### config.mk
export PLATFORM = sky130hd
export DESIGN_NAME = vga_sync_gen
export DESIGN_NICKNAME = d
export VERILOG_FILES = /design/src/rtl/vga_sync_gen.sv
export SDC_FILE = /design/constraint.sdc
export NUM_CORES = 1
export LEC_CHECK = 0
export ABC_AREA = 1
export BUFFER_PORTS_ARGS = -buffer_cell sky130_fd_sc_hd__buf_2
export CORE_MARGIN = 1.5
export CORE_UTILIZATION = 45
export CTS_BUF_LIST = sky130_fd_sc_hd__clkbuf_8
export DETAILED_ROUTE_END_ITERATION = 16
export PLACE_DENSITY = 0.77
export SKIP_LAST_GASP = 1
export SYNTH_ARGS = -nofsm -noshare
export SYNTH_HDL_FRONTEND = slang
export SYNTH_SLANG_ARGS = --single-unit
### constraint.sdc
create_clock -name clk -period 5.6 [get_ports clk]
set_input_delay 0.28 -clock clk [delete_from_list [all_inputs] [get_ports clk]]
set_output_delay 0.28 -clock clk [all_outputs]
set_load 0.005 [all_outputs]
### src/rtl/vga_sync_gen.sv
// VGA raster timing generator: sync, blanking and pixel coordinates.
// Counters step on pix_en; decode is registered from the next count.
module vga_sync_gen #(
  parameter int H_VISIBLE = 640,
  parameter int H_FRONT   = 16,
  parameter int H_SYNC    = 96,
  parameter int H_BACK    = 48,
  parameter int V_VISIBLE = 480,
  parameter int V_FRONT   = 10,
  parameter int V_SYNC    = 2,
  parameter int V_BACK    = 33,
  parameter bit SYNC_POL  = 1'b0
) (
  input  logic        clk,
  input  logic        rst_n,
  input  logic        pix_en,
  output logic        h_sinc,
  output logic        v_sinc,
  output logic        video_on,
  output logic [10:0] pos_x,
  output logic [10:0] pos_y,
  output logic        line_start,
  output logic        frame_start
);

  localparam int H_TOTAL = H_VISIBLE + H_FRONT + H_SYNC + H_BACK;
  localparam int V_TOTAL = V_VISIBLE + V_FRONT + V_SYNC + V_BACK;

  localparam logic [10:0] H_MAX = 11'(H_TOTAL - 1);
  localparam logic [10:0] V_MAX = 11'(V_TOTAL - 1);
  localparam logic [10:0] H_VIS = 11'(H_VISIBLE);
  localparam logic [10:0] V_VIS = 11'(V_VISIBLE);
  localparam logic [10:0] HS_LO = 11'(H_VISIBLE + H_FRONT);
  localparam logic [10:0] HS_HI = 11'(H_VISIBLE + H_FRONT + H_SYNC);
  localparam logic [10:0] VS_LO = 11'(V_VISIBLE + V_FRONT);
  localparam logic [10:0] VS_HI = 11'(V_VISIBLE + V_FRONT + V_SYNC);

  logic [10:0] x_q, x_d;
  logic [10:0] y_q, y_d;
  logic        hs_q, vs_q, vo_q, ls_q, fs_q;
  logic        x_wrap;

  always_comb begin
    x_wrap = (x_q == H_MAX);
    x_d    = x_wrap ? 11'd0 : x_q + 11'd1;
    y_d    = y_q;
    if (x_wrap) begin
      y_d = (y_q == V_MAX) ? 11'd0 : y_q + 11'd1;
    end
  end

  always_ff @(posedge clk or negedge rst_n) begin
    if (!rst_n) begin
      x_q  <= H_MAX;
      y_q  <= V_MAX;
      hs_q <= ~SYNC_POL;
      vs_q <= ~SYNC_POL;
      vo_q <= 1'b0;
      ls_q <= 1'b0;
      fs_q <= 1'b0;
    end else if (pix_en) begin
      x_q  <= x_d;
      y_q  <= y_d;
      hs_q <= ((x_d >= HS_LO) && (x_d < HS_HI)) ? SYNC_POL : ~SYNC_POL;
      vs_q <= ((y_d >= VS_LO) && (y_d < VS_HI)) ? SYNC_POL : ~SYNC_POL;
      vo_q <= (x_d < H_VIS) && (y_d < V_VIS);
      ls_q <= (x_d == 11'd0);
      fs_q <= (x_d == 11'd0) && (y_d == 11'd0);
    end else begin
      ls_q <= 1'b0;
      fs_q <= 1'b0;
    end
  end

  assign pos_x       = x_q;
  assign pos_y       = y_q;
  assign h_sinc      = hs_q;
  assign v_sinc      = vs_q;
  assign video_on    = vo_q;
  assign line_start  = ls_q;
  assign frame_start = fs_q;

endmodule

### Word level (Yosys, flattened, before mapping)

Cells that the tools add are included.

* add/sub/neg operators: 2
* magnitude comparators: 6
* equal/unequal tests: 2
* multiplexer cells: 7
* reductions and logical operators: 6

Operators with widths (number)
* 11-bit 2-to-1 mux: 3
* 11-bit by 1-bit adder with 11-bit output (second input constant): 2
* 11-bit by 10-bit equality test with 1-bit output (second input constant): 2
* 11-bit logical NOT: 2
* 11-bit by 10-bit less-than comparator with 1-bit output (second input constant): 2
* 11-bit by 9-bit less-than comparator with 1-bit output (second input constant): 2
* 11-bit by 10-bit >= comparator with 1-bit output (second input constant): 1
* 11-bit by 9-bit >= comparator with 1-bit output (second input constant): 1
* 1-bit logical AND: 4
* 1-bit 2-to-1 mux: 4

* bits in registers: 27
* input bits: 3
* output and inout bits: 27
* logic and storage cells: 30

### Depth between registers and ports, before layout

Gate-level depths: netlist of the first run.

* word-level depth: 6
* depth in mapped cells: 13
* gate-level depth less buffers: 12

### Worst setup path after synthesis of the first run

OpenSTA, ideal clock, no wires.

* path type: register to register
* from: reg x_q[0], in the netlist pos_x[0]
* to: reg vo_q, in the netlist video_on
* setup time: 0.117 ns
* arrival time: 1.798 ns
* data required time: 5.483 ns
* slack: 3.684 ns
* stages on the path, launching flop included: 14
* buffers on the path: 1
* period minus slack after synthesis: 1.916 ns
* path through: dfstp_2 > ha_1 > nand2_2 > nor2_4 > nand2_2 > nor2_2 > buf_6 > nand2_1 > nand2_1 > nand2_1 > nor2_1 > nand4_1 > nand3_1 > nand2_1

* cells in the longest elaborated chain, start to end: 4
* elaborated cells on any way between the ends: 7
* classes of those cells: 1 x add/sub; 2 x order compare; 1 x eq/ne; 2 x mux; 1 x reduce/logical

Ends and longest elaborated chain
* from (decl): RTL line 38 `logic [10:0] x_q, x_d;`
* from (signal assigned): RTL line 54 `x_q <= H_MAX;`
* from (signal assigned): RTL line 62 `x_q <= x_d;`
* 11-bit by 1-bit adder with 11-bit output or 11-bit by 10-bit equality test with 1-bit output (tied branches): RTL line 45, 44
* 11-bit 2-to-1 mux (on tied branches): RTL line 45, 47
* 11-bit by 10-bit less-than comparator with 1-bit output or 11-bit by 9-bit less-than comparator with 1-bit output (tied branches): RTL line 66 `vo_q <= (x_d < H_VIS) && (y_d < V_VIS);`
* 1-bit logical AND (*): RTL line 66
* to (signal assigned): RTL line 66
* to (decl): RTL line 40 `logic hs_q, vs_q, vo_q, ls_q, fs_q;`

Every way passes the cells marked *; elsewhere a longest branch is shown, timed or not.
A chain may end at the register's enable or synchronous reset.

### Final worst setup path of the first run

Same ends and word-level chain as after synthesis.

==> out/qor.csv, run 1 <==
metric;value;unit
DR vias/cell;5.19;
flop2flop setup slack;3.32;ns
maximum fanout along the worst path;11;
VDD IR max;0.164;mV
CTS Buf Count;3;
Synth top cells by count;96 x nand2_1, 30 x inv_1, 30 x nor2_1;
final setup violation count;0;
grt total ovfl;0;
post-synth top area cell;dfrtp_1;
initial antenna violation count;0;
first-pass GRT wire length;7800;um
yosys warns;0;
Lkg Pwr;1.03;nW
Reg clk slew, reported paths;0.10;ns
required time of the worst setup path;5.77;ns
synthesized instance count;283;
Residual DRC;0;
post-CTS sizing;0;
area post-placement;2060;um^2
final worst-path cycle share;40.7;%
largest net degree at the start of global routing;38;
skew final;0.00175;ns
WP data arrival;2.45;ns
Slew HR;40.6;%
Hold WC Path Type;in -> async;
post-route cell area;2110;um^2
grt met1 use;31.9;%
PwrDens;304;nW/um^2
Routed Wire Length;4520;um
ys async rst share;100;%
r2r startpoint;pos_x[0];
clk buf depth;2;
post-synthesis register bit count;27;
syn nets;290;
DR pass1 iterations;4;
CTS Root Cell;clkbuf_8;
share of cells above drive strength 1;18.0;%
nets;319;
area delta synth->final;12.1;%
number of buffers added on ports;29;
Hold Violations, Final;15;
met3 Usage GRT;1.67;%
WL per Instance;12.5;um
Die Y;67.6;um
ys flop type;dfrtp_1;
Final Max Slew Viols;0;
DRT iter0 DRCs;87;
Unique masters post-synth;26;
num rows;23;
Chip Width;67.6;um
Worst-Margin Slew;0.886;ns
RSZ-0062 raised after global routing;false;
Fmax;439;MHz
Top Ports;30;
worst-skew pair later-pin latency;0.27;ns
status;complete, but fails checks;
Setup Buffers After CTS;0;
CTS tree;yes;
Hold WS;-0.00357;ns
RR Endpoint;video_on;
Antenna Nets Post-Route;0;
crit end category;flip-flop;
TNS Setup;0;ns
Sink Count;27;
Crit Path Class;reg -> reg;
gr busiest metal;met2;
final cell utilization of the core;52.7;%
Antenna Cells;0;
# H-tree levels;1;
GRT Overall Usage;21.8;%
register area share after synthesis;36.7;%
ranking of synthesized cells by area;dfrtp_1 20%, nand2_1 19%, dfstp_2 17%;
Core Region;4000;um^2
Hold Buf Count CTS;0;
Reg2Reg Depth;12;
initial core utilization;47.0;%
Synth top area share;20.0;%
Syn Area/Cell;6.65;um^2
Startpoint Class;flip-flop;
non-filler cells, final;361;
vias;1875;
most numerous cell in the Yosys netlist;nand2_1;
M2 GR Usage;33.8;%
die footprint;4580;um^2
global placement routability congestion;0.929;
Max-Cap Viols;0;
Synth Cell Area;1880;um^2
EDFF count, synth;0;
Final min period;2.28;ns
failing checks;negative hold slack;
Inst Count DP;357;
vias in the first global route;1734;
Post-DP HPWL;3360;um
-- critical path: stages (launching register included) --
cell and delay (ns):
dfstp_2 0.58, ha_1 0.23, nand2_2 0.09, nor2_4 0.17
nand2_2 0.10, nor2_2 0.33, nand2_1 0.09, nand2_1 0.07
nand2_1 0.08, nor2_1 0.17, nand4_1 0.11, nand3_1 0.10
nand2_1 0.05
-- where the power goes --
part           total (mW)  leakage, nW  switching [mW]  internal [mW]
Combinational       0.222        0.687           0.137         0.0853
Clock               0.115       0.0255          0.0652         0.0500
Sequential          0.303        0.323          0.0571          0.246
Total               0.641         1.03           0.259          0.381
-- layer usage --
metal  vias up  wire [um]
met4         0         27
met3         2        291
met1       840       2180
met5         -          0
met2        63       2020
li1        970          -
-- flip-flops by register name, indices dropped and copies added (netlist names) --
register     flops
frame_start      1
h_sinc           1
line_start       1
pos_x           11
pos_y           11
v_sinc           1
video_on         1
-- area by class of cell --
type / instances / area (um^2)
fill: 409 / 1890
multi-input combinational: 220 / 1050
sequential: 27 / 691
timing repair buffer: 29 / 145
inverter: 31 / 116
tap: 50 / 62.6
clock buffer: 3 / 41.3
clock inverter: 1 / 5.00
-- cells by family (layout without fill, tap and decap cells) --
kind of cell             count (synthesis)  after routing  share of synthesized area (%)
buffers and inverters                   36             64                           7.58
flip-flops                              27             27                           36.7
XOR/XNOR                                 3              3                           1.40
AO/OA/AOI/OAI                           34             34                           9.51
AND/OR/NAND/NOR                        179            179                           42.1
adder cells (fa/ha/maj)                  4              4                           2.66
-- per-stage QoR --
stage	setup slack (ns)	hold WS, ns	total power [mW]
after global placement	3.41	0.325	0.519
after detailed placement	3.37	0.326	0.526
after floorplan	3.68	-0.0156	0.441
after global routing	3.05	0.0423	0.695
after CTS	3.34	0.0203	0.641
final	3.32	-0.00357	0.641
-- worst max path at each step --
| stage | startpoint | end | slack, ns | cells past startpoint |
|---|---|---|---|---|
| after CTS | pos_x[1] | video_on | 3.34 | 12 |
| after global routing | pos_x[1] | video_on | 3.05 | 12 |
| after floorplan | pos_x[0] | video_on | 3.68 | 13 |
| after detailed placement | pos_x[1] | video_on | 3.37 | 12 |
| after global placement | pos_x[0] | video_on | 3.41 | 12 |
| final | pos_x[0] | video_on | 3.32 | 12 |
-- cell usage in the layout, fill, tap and decap left out, types with 2 or more instances in the layout --
cell type / count
nor2_4: 2
o21ai_0: 27
nand2_2: 2
dfrtp_1: 15
xor2_1: 2
buf_2: 29
clkbuf_8: 3
dfstp_2: 12
nand2_1: 96
nand3_1: 26
nand4_1: 8
nor3_1: 5
a21oi_1: 4
or2_2: 2
nor2_1: 30
nand3_2: 2
nand3b_1: 4
inv_1: 30
ha_1: 4
Note: power is estimated with default switching activity, not from simulation.
==> inputs of run 2 (changes only) <==
--- a/config.mk
+++ b/config.mk
@@ -5,13 +5,13 @@
 export SDC_FILE = /design/constraint.sdc
 export NUM_CORES = 1
 export LEC_CHECK = 0
-export ABC_AREA = 1
+export ABC_AREA = 0
 export BUFFER_PORTS_ARGS = -buffer_cell sky130_fd_sc_hd__buf_2
 export CORE_MARGIN = 1.5
 export CORE_UTILIZATION = 45
 export CTS_BUF_LIST = sky130_fd_sc_hd__clkbuf_8
 export DETAILED_ROUTE_END_ITERATION = 16
-export PLACE_DENSITY = 0.77
+export PLACE_DENSITY = 0.79
 export SKIP_LAST_GASP = 1
 export SYNTH_ARGS = -nofsm -noshare
 export SYNTH_HDL_FRONTEND = slang
==> constraint.sdc (replaced) <==
create_clock -name clk -period 1.9 [get_ports clk]
set_input_delay 0.095 -clock clk [delete_from_list [all_inputs] [get_ports clk]]
set_output_delay 0.095 -clock clk [all_outputs]
set_load 0.005 [all_outputs]
==> run 2 against run 1 <==
Compared with the run above:
- global-route usage increased by 7.8 points
- register-to-register slack lost 3.9 ns
- critical path depth shrank 6
- combinational power grew to 3.6 times the previous value
- design area up 31%
- clock skew increased by 0.0057 ns
- worst setup slack worse by 3.9 ns
- clock-buffer cell count did not move
- the flow finishes with violations (negative setup slack)
- critical endpoint unchanged
==> out/qor.csv, run 2 <==
metric;value;unit
Startpoint Class;flip-flop;
Hold WC Path Type;in -> reg;
initial antenna violation count;0;
ys flop type;dfrtp_1;
largest net degree at the start of global routing;28;
Antenna Cells;0;
Routed Wire Length;6860;um
Post-DP HPWL;4060;um
Critical Path Slowest Stage Cell;or4_4;
worst-skew pair later-pin latency;0.28;ns
DR vias/cell;6.34;
maximum fanout along the worst path;5;
register area share after synthesis;36.9;%
share of cells above drive strength 1;48.7;%
post-synth top area cell;dfrtp_1;
Residual DRC;0;
EDFF count, synth;0;
nets;306;
Die Y;67.5;um
die footprint;4550;um^2
Lkg Pwr;1.17;nW
required time of the worst setup path;2.10;ns
Core Region;4000;um^2
global placement routability congestion;0.932;
final worst-path cycle share;129;%
number of buffers added on ports;29;
Crit Path Class;reg -> reg;
num rows;23;
CTS Buf Count;3;
initial core utilization;46.8;%
CTS tree;yes;
final setup violation count;19;
synthesized instance count;225;
final cell utilization of the core;68.8;%
most frequent cells in the layout;54 x buf_4, 29 x buf_2, 22 x nand2_1;
Hold WS;0.162;ns
Synth top area share;20.1;%
DR pass1 iterations;7;
ranking of synthesized cells by area;dfrtp_1 20%, dfstp_2 17%, xnor2_1 6.6%;
TNS Setup;-4.39;ns
critical path, cell by cell;or4_4 > or3_4 > nor4_4 > a311oi_2 > a211o_1 > o31ai_1;
VDD IR max;0.385;mV
Final Max Slew Viols;0;
vias;2205;
GRT Overall Usage;29.6;%
CTS Root Cell;clkbuf_8;
status;complete, but fails checks;
# H-tree levels;1;
Slew HR;56.6;%
RSZ-0062 raised after global routing;true;
post-route cell area;2750;um^2
post-synthesis register bit count;27;
ys async rst share;100;%
most numerous cell in the Yosys netlist;nand2_1;
Hold Violations, Final;0;
Worst-Margin Slew;0.651;ns
Reg clk slew, reported paths;0.10;ns
most common cell after layout, fill and taps aside;buf_4;
vias in the first global route;1935;
area post-placement;2430;um^2
skew final;0.00747;ns
Power Total;1.87;mW
setup ws final;-0.548;ns
grt total ovfl;0;
Post-Place Worst Slack;-0.493;ns
DRT iter0 DRCs;341;
area delta synth->final;47.2;%
yosys warns;0;
clk buf depth;2;
WP data arrival;2.65;ns
Antenna Nets Post-Route;0;
syn nets;232;
CP max stage delay;0.57;ns
Chip Width;67.5;um
PwrDens;681;nW/um^2
non-filler cells, final;348;
Synth Cell Area;1870;um^2
Unique masters post-synth;46;
Max-Cap Viols;0;
failing checks;negative setup slack;
crit end category;flip-flop;
Synth top cells by count;26 x nand2_1, 21 x nor2_1, 20 x clkbuf_1;
Fmax;409;MHz
first-pass GRT wire length;10000;um
WL per Instance;19.7;um
Syn Area/Cell;8.31;um^2
Top Ports;30;
Sink Count;27;
Final min period;2.45;ns
Inst Count DP;334;
-- run 2: layout make-up --
| type | count | area, um^2 |
|---|---|---|
| Clock buffer | 3 | 41.3 |
| Clock inverter | 1 | 5.00 |
| Fill cell | 287 | 1250 |
| Inverter | 5 | 18.8 |
| Multi-Input combinational cell | 169 | 1250 |
| Sequential cell | 27 | 691 |
| Tap cell | 50 | 62.6 |
| Timing Repair Buffer | 93 | 683 |
-- run 2: what timing repair did --
action                                  in CTS  in global routing
endpoints found under the setup margin      18                 19
buffers inserted                             7                  4
endpoints found under the hold margin       15                  0
resized for setup                           26                 23
hold buffers                                 1                  0
pin swaps                                   14                  9
-- run 2: path summary, 6_finish.rpt --
kind	start	endpoint	depth (start not counted)	slack (ns)
min in group asynchronous	rst_n	pos_y[10]	2	0.35
setup / recovery	pos_x[7]	video_on	6	-0.55
setup reg to reg	pos_x[7]	video_on	6	-0.55
hold / removal	pix_en	pos_y[10]	3	0.16
max in group asynchronous	rst_n	pos_x[10]	2	1.12
hold reg to reg	video_on	video_on	2	0.51
-- run 2: per-layer routing --
metal	part of all wire, %	track usage, %	routed length (um)
met1	38	38.8	2610
met2	49	50.5	3330
met3	10	4.67	684
met4	3.5	7.65	241
met5	0	0	0
-- run 2: power by group --
group / switching, mW / internal [mW]
Sequential: 0.0472 / 0.675
Combinational: 0.426 / 0.380
Clock: 0.197 / 0.148
-- run 2: cells by family after synthesis --
logic type                 synth area share [%]
xor gates and xnor gates                   9.36
and+or+nand+nor                            28.0
DFF                                        36.9
buffers and inverters                      6.76
adders and majority gates                  3.21
muxes                                      1.74
AOI/OAI and AO/OA                          14.0
-- run 2: critical path, delay by kind of cell, from the launching register on --
family | cells | cell delay [ns]
and+or+nand+nor | 3 | 1.28
AOI/OAI and AO/OA | 3 | 0.66
DFF | 1 | 0.42
